`config.mk`:
```
export PLATFORM = sky130hd
export DESIGN_NAME = mem_refill_arbiter
export DESIGN_NICKNAME = d
export VERILOG_FILES = /design/src/rtl/mem_refill_arbiter.sv
export SDC_FILE = /design/constraint.sdc
export NUM_CORES = 1
export LEC_CHECK = 0
export CAP_MARGIN = 20
export CORE_AREA = 3 3 102 104
export DETAILED_ROUTE_END_ITERATION = 10
export DIE_AREA = 0 0 105 107
export PLACE_DENSITY = 0.85
export SLEW_MARGIN = 20
export SYNTH_ARGS = -nofsm -noshare
export SYNTH_HDL_FRONTEND = slang
export SYNTH_SLANG_ARGS = --single-unit
```
`constraint.sdc`:
```
create_clock -name clk_i -period 3.8 [get_ports clk_i]
set_input_delay 0.76 -clock clk_i [delete_from_list [all_inputs] [get_ports clk_i]]
set_output_delay 0.76 -clock clk_i [all_outputs]
set_load 0.1 [all_outputs]
```
`src/rtl/mem_refill_arbiter.sv`:
```
`default_nettype none
// ============================================================================
//  Module      : mem_refill_arbiter
//  Description : Shares the single main-memory port between the instruction-
//                cache refill path and the data-cache miss/store path. Grants
//                one transaction at a time (round-robin on ties), counts the
//                read beats of a line burst and steers them to the owner.
//  Revision    : 1.0 - initial release
// ============================================================================
module mem_refill_arbiter #(
  parameter int ADDR_W     = 32,
  parameter int DATA_W     = 32,
  parameter int LINE_WORDS = 4
) (
  input  logic                          clk_i,
  input  logic                          reset_i,
  input  logic                          ic_req_i,
  input  logic [ADDR_W-1:0]             ic_addr_i,
  input  logic                          ic_abort_i,
  input  logic                          dc_req_i,
  input  logic                          dc_we_i,
  input  logic [ADDR_W-1:0]             dc_addr_i,
  input  logic [DATA_W-1:0]             dc_wdata_i,
  output logic                          mem_req_o,
  output logic                          mem_we_o,
  output logic [ADDR_W-1:0]             mem_addr_o,
  output logic [DATA_W-1:0]             mem_wdata_o,
  input  logic                          mem_ready_i,
  input  logic                          mem_rvalid_i,
  input  logic [DATA_W-1:0]             mem_rdata_i,
  output logic [DATA_W-1:0]             rdata_o,
  output logic                          ic_beat_o,
  output logic                          dc_beat_o,
  output logic [$clog2(LINE_WORDS)-1:0] beat_idx_o,
  output logic                          ic_done_o,
  output logic                          dc_done_o
);

  localparam int IDX_W = $clog2(LINE_WORDS);
  localparam logic [IDX_W-1:0] LAST_IDX = IDX_W'(LINE_WORDS - 1);
  localparam logic OWN_IC = 1'b0;
  localparam logic OWN_DC = 1'b1;

  typedef enum logic [1:0] {
    S_IDLE  = 2'd0,
    S_ISSUE = 2'd1,
    S_BURST = 2'd2,
    S_DONE  = 2'd3
  } state_t;

  state_t              state_q, state_d;
  logic                owner_q, owner_d;
  logic                last_grant_q, last_grant_d;
  logic                abort_pending_q, abort_pending_d;
  logic [IDX_W-1:0]    cnt_q, cnt_d;
  logic                we_q, we_d;
  logic [ADDR_W-1:0]   addr_q, addr_d;
  logic [DATA_W-1:0]   wdata_q, wdata_d;
  logic                grant_dc;

  // A flushed fetch must not win arbitration in the cycle it is flushed
  logic w_ic_ok;
  logic w_beat;
  assign w_ic_ok = ic_req_i && !ic_abort_i;
  assign w_beat  = (state_q == S_BURST) && mem_rvalid_i;

  // Next-state: arbitration in IDLE, handshake in ISSUE, beat counting in BURST
  always_comb begin
    state_d         = state_q;
    owner_d         = owner_q;
    last_grant_d    = last_grant_q;
    abort_pending_d = abort_pending_q;
    cnt_d           = cnt_q;
    we_d            = we_q;
    addr_d          = addr_q;
    wdata_d         = wdata_q;
    grant_dc        = 1'b0;
    case (state_q)
      S_IDLE: begin
        if (w_ic_ok || dc_req_i) begin
          // DC wins when alone, or on a tie when IC was served last
          grant_dc        = dc_req_i && (!w_ic_ok || (last_grant_q == OWN_IC));
          owner_d         = grant_dc ? OWN_DC : OWN_IC;
          last_grant_d    = grant_dc ? OWN_DC : OWN_IC;
          addr_d          = grant_dc ? dc_addr_i : ic_addr_i;
          we_d            = grant_dc && dc_we_i;
          wdata_d         = grant_dc ? dc_wdata_i : '0;
          abort_pending_d = 1'b0;
          state_d         = S_ISSUE;
        end
      end
      S_ISSUE: begin
        // The request stays up even if flushed: memory cannot recall it
        if (owner_q == OWN_IC && ic_abort_i) abort_pending_d = 1'b1;
        if (mem_ready_i) begin
          cnt_d   = '0;
          state_d = we_q ? S_DONE : S_BURST;
        end
      end
      S_BURST: begin
        if (owner_q == OWN_IC && ic_abort_i) abort_pending_d = 1'b1;
        if (mem_rvalid_i) begin
          cnt_d = cnt_q + 1'b1;
          if (cnt_q == LAST_IDX) state_d = S_DONE;
        end
      end
      default: begin
        abort_pending_d = 1'b0;
        state_d         = S_IDLE;
      end
    endcase
  end

  // State and context registers; reset abandons any transaction in flight
  always_ff @(posedge clk_i) begin
    if (reset_i) begin
      state_q         <= S_IDLE;
      owner_q         <= OWN_IC;
      last_grant_q    <= OWN_IC;
      abort_pending_q <= 1'b0;
      cnt_q           <= '0;
      we_q            <= 1'b0;
      addr_q          <= '0;
      wdata_q         <= '0;
    end else begin
      state_q         <= state_d;
      owner_q         <= owner_d;
      last_grant_q    <= last_grant_d;
      abort_pending_q <= abort_pending_d;
      cnt_q           <= cnt_d;
      we_q            <= we_d;
      addr_q          <= addr_d;
      wdata_q         <= wdata_d;
    end
  end

  // Memory request side is only driven while the request is outstanding
  assign mem_req_o   = (state_q == S_ISSUE);
  assign mem_we_o    = (state_q == S_ISSUE) && we_q;
  assign mem_addr_o  = (state_q == S_ISSUE) ? addr_q  : '0;
  assign mem_wdata_o = (state_q == S_ISSUE) ? wdata_q : '0;

  // Beat steering; a flushed refill is drained silently, including the flush cycle
  assign rdata_o    = mem_rdata_i;
  assign ic_beat_o  = w_beat && (owner_q == OWN_IC) && !abort_pending_q && !ic_abort_i;
  assign dc_beat_o  = w_beat && (owner_q == OWN_DC);
  assign beat_idx_o = cnt_q;
  assign ic_done_o  = (state_q == S_DONE) && (owner_q == OWN_IC) && !abort_pending_q;
  assign dc_done_o  = (state_q == S_DONE) && (owner_q == OWN_DC);

endmodule
`default_nettype wire

```
==> impl_metrics.tcl, run 1 <==
set metrics [dict create \
    path_cells "inv_1, ha_2, buf_4, and2_1, buf_4" \
    slowest_delay_ns 0.56 \
    cap_violations 0 \
    crit_type "reg -> out" \
    ys_ff_latch 71 \
    synth.area.top_cells "dfxtp_1, and2_1, a211oi_2" \
    dp.cells 664 \
    die_area_um2 11200 \
    hpwl_um 7680 \
    hold_path_startpoint "wdata_q[8]" \
    nets 684 \
    cts.sinks 71 \
    slowest_stage "ha_2" \
    num_rows 36 \
    cp_max_fo 33 \
    cts-hold-fix-buffers 0 \
    cts_buffers 9 \
    wire_per_inst_um 15.2 \
    syn_nets 552 \
    initial_core_util_pct 39.6 \
    ir_worst_vdd_v 0.000346 \
    synth_ff_type "dfxtp_1" \
    worstPathArrival_ns 2.13 \
    htreeDepth 3 \
    endpoint "mem_wdata_o[20]" \
    via_per_inst 5.01 \
    cp_top_family "buffers and inverters" \
    synth-edff-count 0 \
    grt_max_degree 34 \
    wl_um 10400 \
    grt_pass1_wl_um 16500 \
    post_cts_resized 0 \
    die_x_um 105 \
    drtIter0Drc 110 \
    die_y_um 107 \
    cts.path.max_buffers 2 \
    fin_crit_ns 2.89 \
    ys_seq_area_share_pct 37.2 \
    grt_usage_pct 18.0 \
    synthDistinctLibCells 37 \
    insertion_delay_ns 0.34 \
    core-area_um2 9640 \
    ys_warn_count 0 \
    cts_setup_buffers 0 \
    cp_num_buf_inv 3 \
    clock_tree.root_cell "clkbuf_8" \
    hold_class "reg -> reg" \
    fin_tns_setup_ns 0 \
    num_io_pins 240 \
    max_freq_ghz 0.345 \
    avgSynthCellArea_um2 9.31 \
    status "completed" \
    critPathRequiredTime_ns 3.04 \
    gp_congestion 0.747 \
    crit_path_end_kind "output pin" \
    syn_inst 410 \
    rsz0062_at_grt "false" \
    powerDensity_nw_per_um2 619 \
    fillers 896 \
    cp_num_cells 5 \
    clkTransAtPathRegs_ns 0.07 \
    antenna_found_initial 0 \
    drive_gt1_share_pct 30.2 \
    clock_skew_ns 0.0111 \
    tightest_slew_ns 0.968 \
    cp_common_cell "buf_4" \
    critPathLaunchType "flop" \
    cts_tree "yes" \
    synthToLayoutAreaGrowth_pct 41.4 \
    vias 3404 \
    drv_slew 0 \
    drtAntennaViolNets 0 \
    r2r_setup_slack_ns 1.80 \
    overflow 0 \
    leakagePower_nw 2.21 \
    final-instance-count-excl-fill 680 \
    rr_worst_depth 5 \
    synthArstFlopShare_pct 0 \
    fin_crit_sh_pct 76.2 \
    synth.largest_area_cell "dfxtp_1" \
    drt_pass1_iterations 4 \
    r2r-start "state_q[1]" \
    first_global_vias 3467 \
    maxSlewHeadroom_pct 35.3 \
    drc_errors 0 \
    syn-cell-area_um2 3820 \
    io_buffers 175 \
    rr_endpoint "state_q[0]" \
    antenna_cells 0 \
    setup_violations 0 \
    hold_violations 0 \
    synth.top_cell.area_share_pct 37.2 \
    critPathLaunch "state_q[1]" \
]
==> area by class of cell <==
type                       count  area (um2)  area share [%]
multi-input combinational    273        1980            36.7
timing repair buffer         183        1630            30.2
sequential                    71        1420            26.3
tap                          133         166            3.08
clock buffer                  10         138            2.55
clock inverter                 6        45.0           0.834
inverter                       4        15.0           0.278
==> flip-flops by register name, summed over array words and instances (netlist names) <==
signal and cells:
abort_pending_q 1, addr_q 32, beat_idx_o 2, last_grant_q 1
state_q 2, wdata_q 32, we_q 1
==> Yosys cell counts (3+ instances only) <==
library cell and n:
nand2_1 35, nor2b_1 4, clkbuf_1 7, a211oi_1 4
buf_4 33, nand2b_1 3, inv_1 3, dfxtp_1 71
a211oi_2 29, ha_1 6, a21oi_2 29, and2_1 67
nor2_1 35, buf_6 6, a21oi_1 5, buf_2 16
nor3_1 3, a22o_1 33
==> placed cells by master, fill, tap and decap left out, drive strengths merged, types with 2 or more instances in the layout <==
cell,instances
nor3b,3
a21oi,34
buf,79
nor2b,5
a22o,33
ha,6
nand2,36
clkinvlp,3
and2,67
dfxtp,71
nand2b,3
o21ai,4
and3,2
inv,5
nor2,36
a211oi,33
nor3,3
clkinv,2
clkbuf,10
clkdlybuf4s50,104
==> per-layer routing <==
metal	vias to the layer above	global-route usage, %	share of wire [%]
met5	-	0	0
met4	0	5.25	1.3
met2	142	32.3	50
li1	1632	-	-
met3	22	5.78	8.1
met1	1608	20.3	40
==> metrics by stage <==
step           setup WS, ns  total power, mW  hold slack, ns  utilization, %  cell area (um2)
2_1_floorplan         0.292             2.56           0.434               -             3820
3_3_place_gp          0.934             2.77           0.447            54.1             5210
3_5_place_dp           1.02             2.82           0.450            54.1             5220
6_report              0.905             3.34           0.470            56.0             5400
5_1_grt               0.710             3.54           0.490            56.0             5400
4_1_cts               0.829             3.38           0.472            56.0             5400
==> worst min-delay path by stage <==
| stage | endpoint | slack, ns | cells after the start |
|---|---|---|---|
| 3_5_place_dp | wdata_q[18] | 0.45 | 1 |
| 5_1_grt | wdata_q[28] | 0.49 | 1 |
| 6_report | wdata_q[8] | 0.47 | 1 |
| 4_1_cts | wdata_q[8] | 0.47 | 1 |
| 3_3_place_gp | wdata_q[26] | 0.45 | 1 |
| 2_1_floorplan | wdata_q[0] | 0.43 | 1 |
==> report_power, final <==
part / leakage (nW) / total (mW) / internal [mW] / switching (mW)
logic: 1.54 / 1.75 / 0.534 / 1.21
registers: 0.585 / 1.04 / 0.940 / 0.104
clock network: 0.0849 / 0.551 / 0.257 / 0.294
total: 2.21 / 3.34 / 1.73 / 1.61
==> cells by family (layout without fill, tap and decap cells) <==
group	after synthesis	after routing	synth area share, %
AO/OA/AOI/OAI	107	107	26.9
adder cells (fa/ha/maj)	6	6	1.97
buffers and inverters	66	203	11.4
flip-flops	71	71	37.2
multiplexers	2	2	0.557
AND/OR/NAND/NOR	158	158	21.9
Note: power is estimated with default switching activity, not from simulation.
==> run 2: changes to the inputs <==
Settings changed: CORE_AREA 3 3 102 104 to 3 3 106 108, DIE_AREA 0 0 105 107 to 0 0 109 111, PLACE_DENSITY 0.85 to 0.8.
Clock period 3.8 ns to 2.8 ns, I/O delays scaled along.
==> run 2 against run 1 <==
Compared with the run above: worst setup slack worse by 0.69 ns; combinational power increased by 59%; final cell count rose by 0.74%.
==> impl_metrics.tcl, run 2 (synthesis gave the netlist of run 1 again) <==
set metrics [dict create \
    nets 687 \
    wl_um 11300 \
    die_y_um 111 \
    grt_usage_pct 19.1 \
    slowest_delay_ns 0.53 \
    cts_setup_buffers 0 \
    maxSlewHeadroom_pct 61.6 \
    final_common_cell "clkdlybuf4s50_1" \
    clkTransAtPathRegs_ns 0.08 \
    ir_worst_vdd_v 0.000381 \
    dr_wl_met3_um 876 \
    wire_per_inst_um 16.5 \
    io_buffers 175 \
    fin_ws_ns 0.214 \
    cp_top_family "buffers and inverters" \
    antenna_cells 0 \
    htreeDepth 3 \
    cp_num_buf_inv 3 \
    netSwitchingPower_mw 2.26 \
    drv_slew 0 \
    finish.utilization_pct 61.1 \
    hpwl_um 8800 \
    swShare_pct 44.5 \
    cts_buffers 9 \
    synthToLayoutAreaGrowth_pct 65.3 \
    rsz0062_at_grt "false" \
    tightest_slew_ns 0.576 \
    layout_common_cells "clkdlybuf4s50_1, dfxtp_1, buf_12, and2_1" \
    num_rows 37 \
    setup_violations 0 \
    gp_congestion 0.784 \
    clock_tree.root_cell "clkbuf_8" \
    powerDensity_nw_per_um2 806 \
    overflow 0 \
    status "completed" \
    critPathLaunchType "flop" \
    insertion_delay_ns 0.34 \
    drtAntennaViolNets 0 \
    leakagePower_nw 2.44 \
    die_area_um2 12100 \
    drt_pass1_iterations 4 \
    hold_class "reg -> reg" \
    clock_skew_ns 0.00510 \
    fin_crit_sh_pct 92.4 \
    vias 3362 \
    path_cells "inv_1, ha_2, buf_12, and2_1, buf_12" \
    hold_violations 0 \
    max_freq_ghz 0.387 \
    first_global_vias 3697 \
    drc_errors 0 \
    clock_power_share_pct 17.4 \
    drtIter0Drc 156 \
    pwr-share-comb_pct 54.7 \
    antenna_found_initial 0 \
    cp_max_fo 43 \
    wl_met2_um 6050 \
    cts-hold-fix-buffers 0 \
    multi_input_area_um2 1980 \
    critPathRequiredTime_ns 2.24 \
    core-area_um2 10300 \
    grt_pass1_wl_um 18600 \
    p_seq_share_pct 27.9 \
    holdWs_ns 0.472 \
    topRoutingLayerUsed "met4" \
    fillers 853 \
    initial_core_util_pct 37.0 \
    cp_common_cell "buf_12" \
    cts_tree "yes" \
    via_per_inst 4.91 \
    worstPathArrival_ns 2.03 \
    cap_violations 0 \
    r2r_setup_slack_ns 0.82 \
    dpl_worst_slack_ns 0.422 \
    die_x_um 109 \
    cts.sinks 71 \
    top_regs "addr_q (32), wdata_q (32)" \
    crit_path_end_kind "output pin" \
    grt_max_degree 44 \
    post_cts_resized 0 \
    fin_crit_ns 2.59 \
    cts.path.max_buffers 2 \
    finalPower_mw 5.08 \
    num_io_pins 240 \
    drive_gt1_share_pct 31.0 \
    seq_area_um2 1420 \
    drt-met1-wl_um 4260 \
    p_int_mw 2.82 \
    slowest_stage "ha_2" \
    crit_type "reg -> out" \
]
-- run 2: area by class of cell --
cell class / count / area share, %
Clock inverter: 6 / 1.37
Sequential cell: 71 / 22.5
Timing Repair Buffer: 186 / 39.8
Clock buffer: 9 / 1.96
Tap cell: 136 / 2.70
Multi-Input combinational cell: 273 / 31.4
Inverter: 4 / 0.238
-- run 2: per-layer routing --
metal	GRT usage, %	vias to the layer above
met2	34.6	125
met1	21.6	1577
met4	4.46	0
met3	5.65	22
li1	-	1638
met5	0	-
-- run 2: power by group through the flow --
stage	combinational (mW)	sequential, mW	clock [mW]
floorplan	2.06	1.41	0
global placement	2.74	1.42	0
detailed placement	2.80	1.44	0
CTS	2.81	1.42	0.913
global route	2.95	1.45	0.964
finish	2.78	1.42	0.886
-- run 2: path summary, 6_finish.rpt --
kind	start	end	cells after the start
worst max register to register	state_q[1]	state_q[0]	5
worst min-delay path	wdata_q[7]	wdata_q[7]	1
worst min register to register	wdata_q[7]	wdata_q[7]	1
worst max-delay path	state_q[1]	mem_we_o	5
-- run 2: worst register-to-register path, stage by stage, from the launching register on --
cell,delay (ns)
dfxtp_1,0.43
inv_1,0.09
ha_2,0.36
nor2b_1,0.26
a2111oi_4,0.38
mux2_1,0.35
-- run 2: stage by stage --
| step | instances | instance area [um2] | TNS (ns) |
|---|---|---|---|
| after detailed placement | 670 | 6100 | 0 |
| after global placement | 670 | 6100 | 0 |
| final | 685 | 6310 | 0 |
| after floorplan | 410 | 3830 | -0.101 |
| after CTS | 685 | 6310 | 0 |
| after global routing | 685 | 6310 | 0 |
